==> src/rtl/hex_codes_pkg.sv <==
// ============================================================================
// Module : hex_codes_pkg
// Brief  : Character codes shared by the HEX scroll controller and decoders.
// Rev    : 1.0  initial release
// ============================================================================
`default_nettype none

package hex_codes_pkg;

  localparam int CODE_W = 2;

  typedef logic [CODE_W-1:0] code_t;

  localparam code_t CH_H = 2'd0;
  localparam code_t CH_E = 2'd1;
  localparam code_t CH_L = 2'd2;
  localparam code_t CH_O = 2'd3;

endpackage

`default_nettype wire

==> src/rtl/hex_scroll_ctrl_if.sv <==
// ============================================================================
// Module : hex_scroll_ctrl_if
// Brief  : Control, message-write and digit signals of the scroll controller.
// Rev    : 1.0  initial release
// ============================================================================
`default_nettype none

interface hex_scroll_ctrl_if #(
  parameter int MSG_LEN = 4
);
  import hex_codes_pkg::*;

  localparam int PTR_W = $clog2(MSG_LEN);

  logic             Run;
  logic             Dir;
  logic             Step;
  logic             Wr;
  logic [PTR_W-1:0] WrAddr;
  code_t            WrData;
  logic [PTR_W-1:0] Pos;
  logic             Tick;
  code_t            Digit3;
  code_t            Digit2;
  code_t            Digit1;
  code_t            Digit0;

  modport master (
    output Run, Dir, Step, Wr, WrAddr, WrData,
    input  Pos, Tick, Digit3, Digit2, Digit1, Digit0
  );

  modport slave (
    input  Run, Dir, Step, Wr, WrAddr, WrData,
    output Pos, Tick, Digit3, Digit2, Digit1, Digit0
  );

endinterface

`default_nettype wire

==> src/rtl/tick_prescaler.sv <==
// ============================================================================
// Module : tick_prescaler
// Brief  : Enable-gated modulo-TICK_DIV counter with a registered one-cycle Tick.
// Rev    : 1.0  initial release
// ============================================================================
`default_nettype none

module tick_prescaler #(
  parameter int TICK_DIV = 50_000_000
) (
  input  wire  CLOCK_50,
  input  wire  Reset,
  input  wire  En,
  output logic Tick
);

  localparam int               CNT_W = $clog2(TICK_DIV);
  localparam logic [CNT_W-1:0] LAST  = CNT_W'(TICK_DIV - 1);

  logic [CNT_W-1:0] cnt;

  // While disabled the count is frozen so that counting resumes where it stopped.
  always_ff @(posedge CLOCK_50 or posedge Reset) begin
    if (Reset) begin
      cnt  <= '0;
      Tick <= 1'b0;
    end else begin
      Tick <= En & (cnt == LAST);
      if (En) begin
        cnt <= (cnt == LAST) ? '0 : cnt + CNT_W'(1);
      end
    end
  end

endmodule

`default_nettype wire

==> src/rtl/hex_scroll_ctrl.sv <==
// ============================================================================
// Module : hex_scroll_ctrl
// Brief  : Rotates a small message buffer across four HEX digit code outputs.
// Rev    : 1.0  initial release
// ============================================================================
`default_nettype none

module hex_scroll_ctrl
  import hex_codes_pkg::*;
#(
  parameter int TICK_DIV = 50_000_000,
  parameter int MSG_LEN  = 4
) (
  input  wire              CLOCK_50,
  input  wire              Reset,
  hex_scroll_ctrl_if.slave bus
);

  localparam int               PTR_W    = $clog2(MSG_LEN);
  localparam int               IW       = PTR_W + 1;
  localparam logic [PTR_W-1:0] LAST_POS = PTR_W'(MSG_LEN - 1);

  logic             tick;
  logic             step_q;
  logic             advance;
  logic [PTR_W-1:0] pos;
  code_t            msg    [MSG_LEN];
  code_t            digit  [4];
  logic [PTR_W-1:0] rd_idx [4];

  tick_prescaler #(
    .TICK_DIV (TICK_DIV)
  ) u_prescaler (
    .CLOCK_50 (CLOCK_50),
    .Reset    (Reset),
    .En       (bus.Run),
    .Tick     (tick)
  );

  // Manual stepping only counts while paused; a held Step yields one advance.
  assign advance = tick | (~bus.Run & bus.Step & ~step_q);

  always_ff @(posedge CLOCK_50 or posedge Reset) begin
    if (Reset) begin
      pos    <= '0;
      step_q <= 1'b0;
    end else begin
      step_q <= bus.Step;
      if (advance) begin
        if (bus.Dir) begin
          pos <= (pos == '0) ? LAST_POS : pos - PTR_W'(1);
        end else begin
          pos <= (pos == LAST_POS) ? '0 : pos + PTR_W'(1);
        end
      end
    end
  end

  always_ff @(posedge CLOCK_50 or posedge Reset) begin
    if (Reset) begin
      for (int i = 0; i < MSG_LEN; i++) begin
        msg[i] <= code_t'(i % (1 << CODE_W));
      end
    end else if (bus.Wr && (int'(bus.WrAddr) < MSG_LEN)) begin
      msg[bus.WrAddr] <= bus.WrData;
    end
  end

  // Digit K shows slot (Pos + 3 - K) mod MSG_LEN; one subtraction suffices.
  for (genvar k = 0; k < 4; k++) begin : g_rd_idx
    logic [PTR_W:0] sum;
    assign sum       = {1'b0, pos} + IW'(3 - k);
    assign rd_idx[k] = (sum >= IW'(MSG_LEN)) ? PTR_W'(sum - IW'(MSG_LEN))
                                              : sum[PTR_W-1:0];
  end

  always_ff @(posedge CLOCK_50 or posedge Reset) begin
    if (Reset) begin
      digit[3] <= CH_H;
      digit[2] <= CH_E;
      digit[1] <= CH_L;
      digit[0] <= CH_O;
    end else begin
      for (int k = 0; k < 4; k++) begin
        digit[k] <= msg[rd_idx[k]];
      end
    end
  end

  assign bus.Pos    = pos;
  assign bus.Tick   = tick;
  assign bus.Digit3 = digit[3];
  assign bus.Digit2 = digit[2];
  assign bus.Digit1 = digit[1];
  assign bus.Digit0 = digit[0];

endmodule

`default_nettype wire

==> src/flat_wrapper.sv <==
// flat-port wrapper written by rule: the top's interface ports become plain ports
module hex_scroll_ctrl_flat import hex_codes_pkg::*;
#(
  parameter int TICK_DIV = 50_000_000,
  parameter int MSG_LEN  = 4
)
  (CLOCK_50, Reset, bus_Run, bus_Dir, bus_Step, bus_Wr, bus_WrAddr, bus_WrData, bus_Pos, bus_Tick, bus_Digit3, bus_Digit2, bus_Digit1, bus_Digit0);
  hex_scroll_ctrl_if #(.MSG_LEN(MSG_LEN)) bus_i ();
  input  wire CLOCK_50;
  input  wire Reset;
  input wire logic [$bits(bus_i.Run)-1:0] bus_Run;
  input wire logic [$bits(bus_i.Dir)-1:0] bus_Dir;
  input wire logic [$bits(bus_i.Step)-1:0] bus_Step;
  input wire logic [$bits(bus_i.Wr)-1:0] bus_Wr;
  input wire logic [$bits(bus_i.WrAddr)-1:0] bus_WrAddr;
  input wire logic [$bits(bus_i.WrData)-1:0] bus_WrData;
  output wire logic [$bits(bus_i.Pos)-1:0] bus_Pos;
  output wire logic [$bits(bus_i.Tick)-1:0] bus_Tick;
  output wire logic [$bits(bus_i.Digit3)-1:0] bus_Digit3;
  output wire logic [$bits(bus_i.Digit2)-1:0] bus_Digit2;
  output wire logic [$bits(bus_i.Digit1)-1:0] bus_Digit1;
  output wire logic [$bits(bus_i.Digit0)-1:0] bus_Digit0;
  assign bus_i.Run = bus_Run;
  assign bus_i.Dir = bus_Dir;
  assign bus_i.Step = bus_Step;
  assign bus_i.Wr = bus_Wr;
  assign bus_i.WrAddr = bus_WrAddr;
  assign bus_i.WrData = bus_WrData;
  assign bus_Pos = bus_i.Pos;
  assign bus_Tick = bus_i.Tick;
  assign bus_Digit3 = bus_i.Digit3;
  assign bus_Digit2 = bus_i.Digit2;
  assign bus_Digit1 = bus_i.Digit1;
  assign bus_Digit0 = bus_i.Digit0;
  hex_scroll_ctrl #(.TICK_DIV(TICK_DIV), .MSG_LEN(MSG_LEN)) u_core (.CLOCK_50(CLOCK_50), .Reset(Reset), .bus(bus_i));
endmodule
==> config.mk <==
export PLATFORM = sky130hd
export DESIGN_NAME = hex_scroll_ctrl_flat
export DESIGN_NICKNAME = d
export VERILOG_FILES = /design/src/rtl/hex_codes_pkg.sv /design/src/rtl/hex_scroll_ctrl_if.sv /design/src/rtl/tick_prescaler.sv /design/src/rtl/hex_scroll_ctrl.sv /design/src/flat_wrapper.sv
export SDC_FILE = /design/constraint.sdc
export NUM_CORES = 1
export LEC_CHECK = 0
export ABC_AREA = 0
export CAP_MARGIN = 20
export CORE_ASPECT_RATIO = 1.1
export CORE_MARGIN = 3
export CORE_UTILIZATION = 40
export CTS_CLUSTER_DIAMETER = 40
export CTS_CLUSTER_SIZE = 28
export DETAILED_ROUTE_END_ITERATION = 10
export HOLD_SLACK_MARGIN = 0.05
export SETUP_SLACK_MARGIN = 0.4
export SLEW_MARGIN = 20
export SYNTH_ARGS = -nofsm -noshare
export SYNTH_HDL_FRONTEND = slang
export SYNTH_SLANG_ARGS = --single-unit
==> constraint.sdc <==
create_clock -name CLOCK_50 -period 3 [get_ports CLOCK_50]
set_clock_uncertainty 0.2 [all_clocks]
set_input_delay 0.6 -clock CLOCK_50 [delete_from_list [all_inputs] [get_ports CLOCK_50]]
set_output_delay 0.6 -clock CLOCK_50 [all_outputs]
set_load 0.01 [all_outputs]
=== Word-level counts from Yosys, hierarchy flattened ===
Index checks and enable logic that the tools add are counted.

* Muxes and demuxes: 23
* Add/subtract/negate cells: 10
* Bitwise operators: 11
* Reduce and logical (&&, ||, !) cells: 2
* Magnitude comparators: 10
* Equal/unequal tests: 2

{| class="wikitable"
|+ Operators by type and width
! operator !! count
|-
| $mux W2 || 16
|-
| $add A26 B1 Y26 const B || 1
|-
| $eq A26 B26 Y1 const B || 1
|-
| $mux W26 || 1
|-
| $ge A3 B3 Y1 const B || 8
|-
| $bmux W2 S2 || 4
|-
| $not A2 Y3 || 5
|-
| $sub A2 B1 Y2 const B || 5
|-
| $bwmux W8 || 1
|-
| $add A2 B2 Y3 const B || 2
|-
| $demux W2 S2 || 1
|-
| $add A2 B1 Y3 const B || 1
|-
| $and A1 B1 Y1 || 3
|-
| $ge A2 B3 Y1 const B || 1
|-
| $lt A3 B1 Y1 const B || 1
|-
| $add A2 B1 Y2 const B || 1
|-
| $eq A2 B2 Y1 const B || 1
|-
| $logic_not A2 Y1 || 1
|-
| $not A1 Y1 || 2
|-
| $logic_and A1 B1 Y1 || 1
|-
| $or A1 B1 Y1 || 1
|}

* Register bits: 46
* Output and inout port bits: 11
* Logic and storage cells: 70
* Input bits: 10

=== Logic depth before layout (Yosys ltp) ===
Gate-level depths: netlist of run 1.

* Depth after elaboration: 7
* Mapped depth: 6
* Gate-level depth less buffers: 5

=== Cells and area by module ===
From an unflattened synthesis of run 1, not the netlist that was laid out.

* Cells, all modules: 181
* Area, all modules: 2255.9 µm²

{| class="wikitable"
|+ Modules (own cells, without submodules)
! module !! cells an instance !! area each (µm²) !! times used
|-
| tick_prescaler || 127 || 1338.8 || 1
|-
| hex_scroll_ctrl || 54 || 917.1 || 1
|}

=== Least setup slack after synthesis of run 1 ===
No wires, ideal clock.

* Kind: flip-flop to flip-flop
* From: register u_core.pos[0], in the netlist u_core.bus.Pos[0]
* To: register u_core.digit, in the netlist u_core.bus.Digit2[1]
* Setup slack: 0.809 ns
* Required time: 2.662 ns
* Library setup time: 0.138 ns
* Path buffers: 1
* Arrival time: 1.853 ns
* Stages on the path, launching flop included: 5
* Cell sequence: dfrtp_1 > clkbuf_1 > inv_1 > ha_1 > mux4_2

* Word-level cells in the longest chain between the ends: 7

{| class="wikitable"
|+ Ends and longest elaborated chain
! element !! line !! source
|-
| from (decl) || hex_scroll_ctrl.sv:26 || <nowiki>logic [PTR_W-1:0] pos;</nowiki>
|-
| from (signal assigned) || hex_scroll_ctrl.sv:51 || <nowiki>pos <= (pos == '0) ? LAST_POS : pos - PTR_W'(1);</nowiki>
|-
| from (signal assigned) || hex_scroll_ctrl.sv:53 || <nowiki>pos <= (pos == LAST_POS) ? '0 : pos + PTR_W'(1);</nowiki>
|-
| $add A2 B1 Y3 * || hex_scroll_ctrl.sv:72 || <nowiki>assign sum = {1'b0, pos} + IW'(3 - k);</nowiki>
|-
| $ge A3 B3 Y1 or $sub A2 B1 Y2 (tied branches) || hex_scroll_ctrl.sv:73 || <nowiki>assign rd_idx[k] = (sum >= IW'(MSG_LEN)) ? PTR_W'(sum - IW'(MSG_LEN))</nowiki>
|-
| $mux W2 * || hex_scroll_ctrl.sv:73 ||
|-
| $not A2 Y3 (implied by the code) * || hex_scroll_ctrl.sv:85 || <nowiki>digit[k] <= msg[rd_idx[k]];</nowiki>
|-
| $bmux W2 S2 * || hex_scroll_ctrl.sv:85 ||
|-
| $mux W2 (implied by the code) * (2 in series) || hex_scroll_ctrl.sv:85 ||
|-
| to (signal, indexed assignment) || hex_scroll_ctrl.sv:85 ||
|-
| to (decl) || hex_scroll_ctrl.sv:28 || <nowiki>code_t digit [4];</nowiki>
|}

Every way passes the cells marked *; elsewhere a longest branch is shown, timed or not. The select of a mux whose other input is x is not followed.
A chain may end at the register's enable or synchronous reset.

==> out/metrics.cfg, run 1 <==
[grt]
grt_max_degree=23
grt_first_pass_wirelength_um=7690
antenna_found_initial=0
grt_overflow_total=0
grtUsageTotal_pct=14.6
grt_pass1_vias=1627

[synth]
synthTopCellsByArea=dfrtp_1, dfstp_2, mux4_2
synth.largest_area_cell=dfrtp_1
syn_area_per_cell_sq_um=11.8
syn_nets=208
synthCells=194
synth-seq-area-share_pct=50.6
synth_top_area_share_pct=41.4
yosys_warnings=0
netlist_area_sq_mm=0.00230
synth.distinct_cells=37
ys_seq_elements=46

[clocking]
htreeDepth=2
clock_path_buffers=2
cts_buffers=5
cts_tree=done
cts-root-buf=clkbuf_8
clkSinkCount=46
post_cts_buffers=0
cts_resized=0
path_clk_slew_ns=0.08
clk_latency_ns=0.29
ctsHoldBuffers=0

[power_and_ir_drop]
p_leak_uw=0.00109
powerDensity_mw_per_mm2=724
peakVddDrop_uv=440

[timing]
maxSlewHeadroom_pct=64.9
drv_slew=0
hold_viol=0
tns_ns=0
final.period_utilization_pct=81.8
max_freq_ghz=0.407
finalCriticalPeriod_ns=2.45
setup_violations=0
tightest_slew_ns=0.527
rsz0062_at_grt=no

[drt]
drc=0
vias=1596
wl_per_cell_um=14.6
firstDrtPassIters=4
drtIter0Drc=60
postRouteAntennaNets=0
routed_wl_um=4300
viasPerCell=5.41

[finish]
drive_above_1_share_pct=18.2
diodes=0
instances_no_fill=295
area_delta_synth_final_pct=17.0
nNetsFinal=233
final_cell_mix=dfrtp_1, clkdlybuf4s50_1, nor2_1
layout_commonest_cell=dfrtp_1

[setup_path]
cp.depth=5
critPathBufInv=1
critPathTopFamily=simple AND/OR/NAND/NOR gates
startpoint_type=primary input
ff2ff_path_depth=3
crit_fanout=8
critPathSlowestCell=clkdlybuf4s50_1
worstPathCellList=clkdlybuf4s50_1 -> and4_1 -> nand3_1 -> or4_1 -> a21oi_1
critPathKind=primary input to flop
required_ns=3.03
slowest_delay_ns=0.57
endpoint_kind=flop
arrival_ns=2.48

[die]
start_util_pct=42.0
die_x_um=78.2
rows=28
io_pins=21
die_h_um=85.5
dieArea_sq_mm=0.00669
core-area_sq_mm=0.00547

[place]
gp_congestion=0.792
hpwl_um=3110
placed_cells=287
io_buffers=20

[status]
status=completed

[worst_hold_path]
hp-class=flop to flop
holdPathStages=1

[job]
max_cap_viol_count=0

[area by class of cell]
cell class	count	area, sq um
flip-flops and latches	46	1160
inverters	8	30.0
clock inverters	1	30.0
clock buffers	7	76.3
fillers	516	2780
multi-input cells	133	1060
repair buffers	25	238
well taps	75	93.8
[cells by family after synthesis]
group / Yosys count / synth area share [%]
AO/OA/AOI/OAI: 24 / 6.32
XOR/XNOR: 16 / 6.10
adder cells (fa/ha/maj): 4 / 2.18
buffers and inverters: 15 / 3.38
flip-flops: 46 / 50.6
multiplexers: 17 / 12.2
AND/OR/NAND/NOR: 72 / 19.2
[sequential cells by signal, indices dropped and copies added (netlist names)]
| name | flops |
|---|---|
| u_core.bus.Digit0 | 2 |
| u_core.bus.Digit2 | 2 |
| u_core.bus.Digit3 | 2 |
| u_core.bus.Digit1 | 2 |
| u_core.step_q | 1 |
| u_core.u_prescaler.Tick | 1 |
| u_core.msg | 8 |
| u_core.u_prescaler.cnt | 26 |
| u_core.bus.Pos | 2 |
[where the power goes]
part | switching (uW) | leakage (uW) | total (uW) | internal, uW
registers | 160 | 0.000574 | 943 | 783
logic | 213 | 0.000464 | 555 | 342
clock network | 197 | 0.0000524 | 446 | 249
total | 570 | 0.00109 | 1940 | 1370
[layer usage]
metal,part of all wire [%],vias to the layer above,wire (um),track usage [%]
li1,-,769,-,-
met1,47,789,2020,19.7
met2,48,31,2050,22.9
met3,3.6,7,156,3.18
met4,1.7,0,75,6.20
met5,0,-,0,0
[stage by stage]
stage          utilization, %  cell area, sq um  hold WS, ns  power (uW)  setup slack, ns
3_3_place_gp             47.2              2580        0.293        1510            0.300
2_1_floorplan               -              2300        0.263        1290            0.809
5_1_grt                  49.2              2690        0.342        2080            0.414
4_1_cts                  49.2              2690        0.316        1980            0.546
3_5_place_dp             47.2              2580        0.298        1520            0.246
6_report                 49.2              2690        0.315        1940            0.545
[synth_stat cells (all sizes together)]
cell and count:
a21oi 11, and3 2, and4 2, buf 6, clkbuf 1, dfrtp 38
dfstp 8, ha 4, inv 8, mux2 8, mux2i 1, mux4 8
nand2 8, nand3 9, nand3b 2, nand4 8, nor2 13, nor3 8
nor3b 2, nor4 3, nor4b 1, nor4bb 1, o21ai 4, o221ai 1
o31ai 7, o41ai 1, or2 1, or3 3, or4 8, or4b 1
xnor2 5, xor2 11
[final timing paths]
path | startpoint | endpoint | slack [ns]
max | bus_Run | u_core.u_prescaler.cnt[19]$_DFFE_PP0P_ | 0.55
min | u_core.u_prescaler.cnt[11]$_DFFE_PP0P_ | u_core.u_prescaler.cnt[11]$_DFFE_PP0P_ | 0.31
max reg2reg | u_core.bus.Pos[0]$_DFFE_PP0P_ | u_core.bus.Digit2[1]$_DFF_PP0_ | 0.86
min reg2reg | u_core.u_prescaler.cnt[11]$_DFFE_PP0P_ | u_core.u_prescaler.cnt[11]$_DFFE_PP0P_ | 0.31
max in group asynchronous | Reset | u_core.bus.Digit1[1]$_DFF_PP1_ | 1.54
min in group asynchronous | Reset | u_core.u_prescaler.cnt[14]$_DFFE_PP0P_ | 0.44
Power figures use the tool's default switching activity.
==> run 2: changes to the inputs <==
clock period = 2.2 ns   (was 3 ns; I/O delays follow)
==> run 2 against run 1 <==
  * Setup slack worse by 0.26 ns
  * Non-clock buffer count is 38 higher
  * Clock-buffer cell count shrank 1
  * Critical path type is now flop to output pin
  * Critical endpoint is now bus_Pos[1]
  * Largest power group unchanged
==> out/metrics.cfg, run 2 (synthesis gave the netlist of run 1 again) <==
[timing]
tns_ns=0
maxSlewHeadroom_pct=74.6
max_freq_ghz=0.522
tightest_slew_ns=0.380
hold_viol=0
final.period_utilization_pct=87.0
drv_slew=0
finalCriticalPeriod_ns=1.91
rsz0062_at_grt=yes
setup_violations=0

[setup_path]
worstPathCellList=clkdlybuf4s50_1
critPathSlowestCell=clkdlybuf4s50_1
arrival_ns=1.27
critPathTopFamily=buffers and inverters
crit_fanout=5
required_ns=1.56
critPathKind=flop to output pin
startpoint_type=flop
slowest_delay_ns=0.56
critPathBufInv=1
endpoint_kind=output pin

[power_and_ir_drop]
peakVddDrop_uv=661
p_sw_share_pct=30.8
p_clk_share_pct=21.9
power.share.sequential_pct=41.8
power.switching_uw=887
p_leak_uw=0.00133
powerDensity_mw_per_mm2=904
pwr-share-comb_pct=36.3
intPower_uw=2000

[finish]
largest_reg_flops=26
top_regs=u_core.u_prescaler.cnt (26), u_core.msg (8)
final_cell_mix=buf_4, dfrtp_1, xor2_1, dlygate4sd2_1, clkdlybuf4s50_1
fillers=482
diodes=0
nNetsFinal=273
ff_latch_area_sq_mm=0.00117
drive_above_1_share_pct=44.2
instances_no_fill=335
multi_input_area_sq_mm=0.00122
top_register=u_core.u_prescaler.cnt
layout_commonest_cell=buf_4
area_delta_synth_final_pct=38.9

[grt]
grt_max_degree=19
grt_first_pass_wirelength_um=9490
grtUsageTotal_pct=18.1
antenna_found_initial=0
grt_pass1_vias=1945
grt_overflow_total=0

[die]
start_util_pct=42.0
rows=28
die_x_um=78.2
core-area_sq_mm=0.00547
dieArea_sq_mm=0.00669
die_h_um=85.5
io_pins=21

[status]
status=completed

[worst_hold_path]
hp-class=primary input to asynchronous set/reset pin

[drt]
wl_per_cell_um=16.1
firstDrtPassIters=4
routed_wl_um=5390
viasPerCell=5.42
drc=0
vias=1817
drtIter0Drc=83
postRouteAntennaNets=0

[clocking]
clk_latency_ns=0.30
path_clk_slew_ns=0.09
clkSinkCount=46
cts-root-buf=clkbuf_8
cts_tree=done
htreeDepth=2
cts_buffers=5
clock_path_buffers=2

[place]
io_buffers=20
placed_cells=301
gp_congestion=0.751
hpwl_um=3390

[job]
max_cap_viol_count=0

run 2: routing by layer:
| layer | wire (um) | vias to the layer above | global-route usage, % |
|---|---|---|---|
| met1 | 2360 | 889 | 23.6 |
| met3 | 221 | 13 | 3.50 |
| li1 | - | 857 | - |
| met2 | 2700 | 58 | 30.3 |
| met4 | 110 | 0 | 6.04 |
| met5 | 0 | - | 0 |
run 2: cell type report:
type | count | area share, %
multi-input combinational | 135 | 38.3
sequential | 46 | 36.6
timing repair buffer | 63 | 17.9
tap | 75 | 2.94
clock buffer | 6 | 2.28
clock inverter | 2 | 1.18
inverter | 8 | 0.942
run 2: worst paths after layout:
path	from	endpoint	slack [ns]	cells after the start
hold / removal	Reset	u_core.bus.Digit2[1]$_DFF_PP0_	0.24	2
max in group asynchronous	Reset	u_core.u_prescaler.cnt[7]$_DFFE_PP0P_	1.05	3
hold reg to reg	u_core.u_prescaler.cnt[11]$_DFFE_PP0P_	u_core.u_prescaler.cnt[11]$_DFFE_PP0P_	0.29	1
setup / recovery	u_core.bus.Pos[1]$_DFFE_PP0P_	bus_Pos[1]	0.29	1
min in group CLOCK_50	u_core.u_prescaler.cnt[11]$_DFFE_PP0P_	u_core.u_prescaler.cnt[11]$_DFFE_PP0P_	0.29	1
setup reg to reg	u_core.u_prescaler.cnt[23]$_DFFE_PP0P_	u_core.u_prescaler.cnt[13]$_DFFE_PP0P_	0.32	7
run 2: stage by stage:
step | instance area [sq um] | power (uW) | hold WS, ns | setup slack [ns] | utilization [%]
6_report | 3190 | 2880 | 0.243 | 0.285 | 58.4
5_1_grt | 3190 | 3070 | 0.288 | 0.218 | 58.4
4_1_cts | 3130 | 2840 | 0.247 | 0.209 | 57.3
3_5_place_dp | 2740 | 2180 | 0.290 | -0.125 | 50.2
3_3_place_gp | 2740 | 2170 | 0.292 | -0.0756 | 50.2
2_1_floorplan | 2350 | 1810 | 0.263 | 0.305 | -
run 2: what timing repair did:
item / in CTS / in global routing
gates resized for setup: 42 / 9
endpoints found under the setup margin: 33 / 23
hold buffers: 0 / 0
pin swaps: 17 / 1
cloned: 3 / 0
buffers inserted: 20 / 3
run 2: power by group through the flow:
| stage | logic, uW | clock network [uW] | registers (uW) |
|---|---|---|---|
| finish | 1050 | 632 | 1210 |
| global route | 1150 | 684 | 1240 |
| CTS | 977 | 648 | 1210 |
| detailed placement | 928 | 0 | 1250 |
| global placement | 927 | 0 | 1250 |
| floorplan | 550 | 0 | 1260 |
==> run 3: changes to the inputs <==
==> constraint.sdc (replaced) <==
create_clock -name CLOCK_50 -period 2.2 [get_ports CLOCK_50]
set_clock_uncertainty 0.2 [all_clocks]
set_input_delay 0.55 -clock CLOCK_50 [delete_from_list [all_inputs] [get_ports CLOCK_50]]
set_output_delay 0.55 -clock CLOCK_50 [all_outputs]
set_load 0.01 [all_outputs]
==> run 3 against run 2 <==
  * Critical endpoint is now u_core.u_prescaler.cnt[20]$_DFFE_PP0P_
  * Flip-flop and latch count did not move
  * Via count fell by 2.5%
  * First-iteration DRC count rose by 36%
  * Largest power group unchanged
  * Sequential power barely moved
  * Clock power fell by 13%
  * Clock-buffer cell count did not move
  * Die area did not move
  * Power fell by 3.9%
  * Utilization fell by 1.0 points
  * Combinational power fell by 4%
  * Fmax rose by 1.2%
==> out/metrics.cfg, run 3 (synthesis gave the netlist of run 1 again) <==
[status]
status=completed

[setup_path]
critPathSlowestCell=dfrtp_1
cp-startpoint=u_core.u_prescaler.cnt[0]$_DFFE_PP0P_
timing.rr.end=u_core.u_prescaler.cnt[20]$_DFFE_PP0P_
cp.depth=7
ff2ff_path_depth=7
r2r_slack_ns=0.31
worstPathCellList=ha_4 -> nand4_4 -> or3_4 -> nor3_4 -> buf_6 -> clkbuf_16 -> a21oi_2
endpoint_kind=flop
arrival_ns=1.87
r2r-start=u_core.u_prescaler.cnt[0]$_DFFE_PP0P_
critPathTopFamily=simple AND/OR/NAND/NOR gates
crit_end=u_core.u_prescaler.cnt[20]$_DFFE_PP0P_
critPathBufInv=2
required_ns=2.18
slowest_delay_ns=0.41
critPathKind=flop to flop
crit_fanout=4
startpoint_type=flop

[clocking]
clk_latency_ns=0.30
ctsHoldBuffers=0
clock_path_buffers=2
clkSinkCount=46
path_clk_slew_ns=0.09
htreeDepth=2
cts_buffers=5
cts_tree=done
cts-root-buf=clkbuf_8

[grt]
grt_pass1_vias=1798
grtUsageTotal_pct=17.2
antenna_found_initial=0
grt_max_degree=47
grt_overflow_total=0
grt_first_pass_wirelength_um=8940

[finish]
fillers=477
layout_commonest_cell=dfrtp_1
drive_above_1_share_pct=42.8
instances_no_fill=332
nNetsFinal=270
largest_reg_flops=26
area_delta_synth_final_pct=36.5
diodes=0
stdcell_area_sq_mm=0.00313
ff_latch_area_sq_mm=0.00117
final_cell_mix=dfrtp_1, buf_4, xor2_1
multi_input_area_sq_mm=0.00119
top_regs=u_core.u_prescaler.cnt (26), u_core.msg (8)
top_register=u_core.u_prescaler.cnt

[timing]
final.period_utilization_pct=86.0
max_freq_ghz=0.529
rsz0062_at_grt=yes
finalCriticalPeriod_ns=1.89
drv_slew=0
tightest_slew_ns=0.345
maxSlewHeadroom_pct=76.9
hold_viol=0
worst_slack_ns=0.309
setup_violations=0

[drt]
firstDrtPassIters=4
vias=1772
postRouteAntennaNets=0
viasPerCell=5.34
wl_per_cell_um=16.1
drtIter0Drc=113
drc=0
routed_wl_um=5340

[power_and_ir_drop]
peakVddDrop_uv=754
p_total_uw=2770
p_leak_uw=0.00131
powerDensity_mw_per_mm2=884

[worst_hold_path]
hp-class=flop to flop

[die]
start_util_pct=42.0
rows=28
dieArea_sq_mm=0.00669
io_pins=21
die_h_um=85.5
die_x_um=78.2
core-area_sq_mm=0.00547

[place]
placed_cells=297
gp_congestion=0.717
pre_cts_slack_ns=-0.244
io_buffers=20
hpwl_um=3320
placed_area_sq_mm=0.00271

[job]
max_cap_viol_count=0

-- run 3: worst register-to-register path, delay by kind of cell (launching register included) --
kind            cells  cell delay, ns
simple gates        3            0.68
compound gates      1            0.03
flops               1            0.41
fa+ha+maj           1            0.16
buf+inv             2            0.29
-- run 3: stage by stage --
step | hold WS, ns | TNS (ns) | util (%)
finish | 0.327 | 0 | 57.3
global route | 0.359 | 0 | 57.3
CTS | 0.327 | 0 | 54.5
detailed placement | 0.303 | -4.11 | 49.5
global placement | 0.294 | -3.28 | 49.5
floorplan | 0.263 | 0 | -
-- run 3: worst min-delay path by stage --
| stage | endpoint | cells past startpoint | start | slack, ns |
|---|---|---|---|---|
| after floorplan | u_core.u_prescaler.cnt[6]$_DFFE_PP0P_ | 1 | u_core.u_prescaler.cnt[6]$_DFFE_PP0P_ | 0.26 |
| after global placement | u_core.u_prescaler.cnt[6]$_DFFE_PP0P_ | 1 | u_core.u_prescaler.cnt[6]$_DFFE_PP0P_ | 0.29 |
| after detailed placement | u_core.u_prescaler.cnt[11]$_DFFE_PP0P_ | 1 | u_core.u_prescaler.cnt[11]$_DFFE_PP0P_ | 0.30 |
| after CTS | u_core.u_prescaler.cnt[16]$_DFFE_PP0P_ | 1 | u_core.u_prescaler.cnt[16]$_DFFE_PP0P_ | 0.33 |
| after global routing | u_core.u_prescaler.cnt[16]$_DFFE_PP0P_ | 1 | u_core.u_prescaler.cnt[16]$_DFFE_PP0P_ | 0.36 |
| final | u_core.u_prescaler.cnt[16]$_DFFE_PP0P_ | 1 | u_core.u_prescaler.cnt[16]$_DFFE_PP0P_ | 0.33 |
-- run 3: cell type report --
class                   instances  share of cell area, %
clock buffers                   6                   2.64
clock inverters                 2                  0.399
inverters                       8                   1.08
multi-input cells             135                   37.9
flip-flops and latches         46                   37.2
well taps                      75                   3.00
repair buffers                 60                   17.8
-- run 3: report_power, final --
part	internal, uW	leakage (uW)	switching [uW]	total, uW
Clock	253	0.0000472	294	547
Combinational	560	0.000695	453	1010
Sequential	1070	0.000568	140	1210
Total	1880	0.00131	887	2770
-- run 3: timing repair --
item | in CTS | in global routing
buffers inserted | 17 | 5
setup endpoints to repair | 37 | 21
resized for setup | 35 | 23
gates cloned | 3 | 2
pin swaps | 13 | 4
-- run 3: per-layer routing --
layer	GRT usage (%)	part of all wire [%]	wire, um	vias to the layer above
li1	-	-	-	851
met1	22.9	44	2370	880
met2	28.1	50	2690	34
met3	3.50	3.5	189	7
met4	5.56	1.7	90	0
met5	0	0	0	-
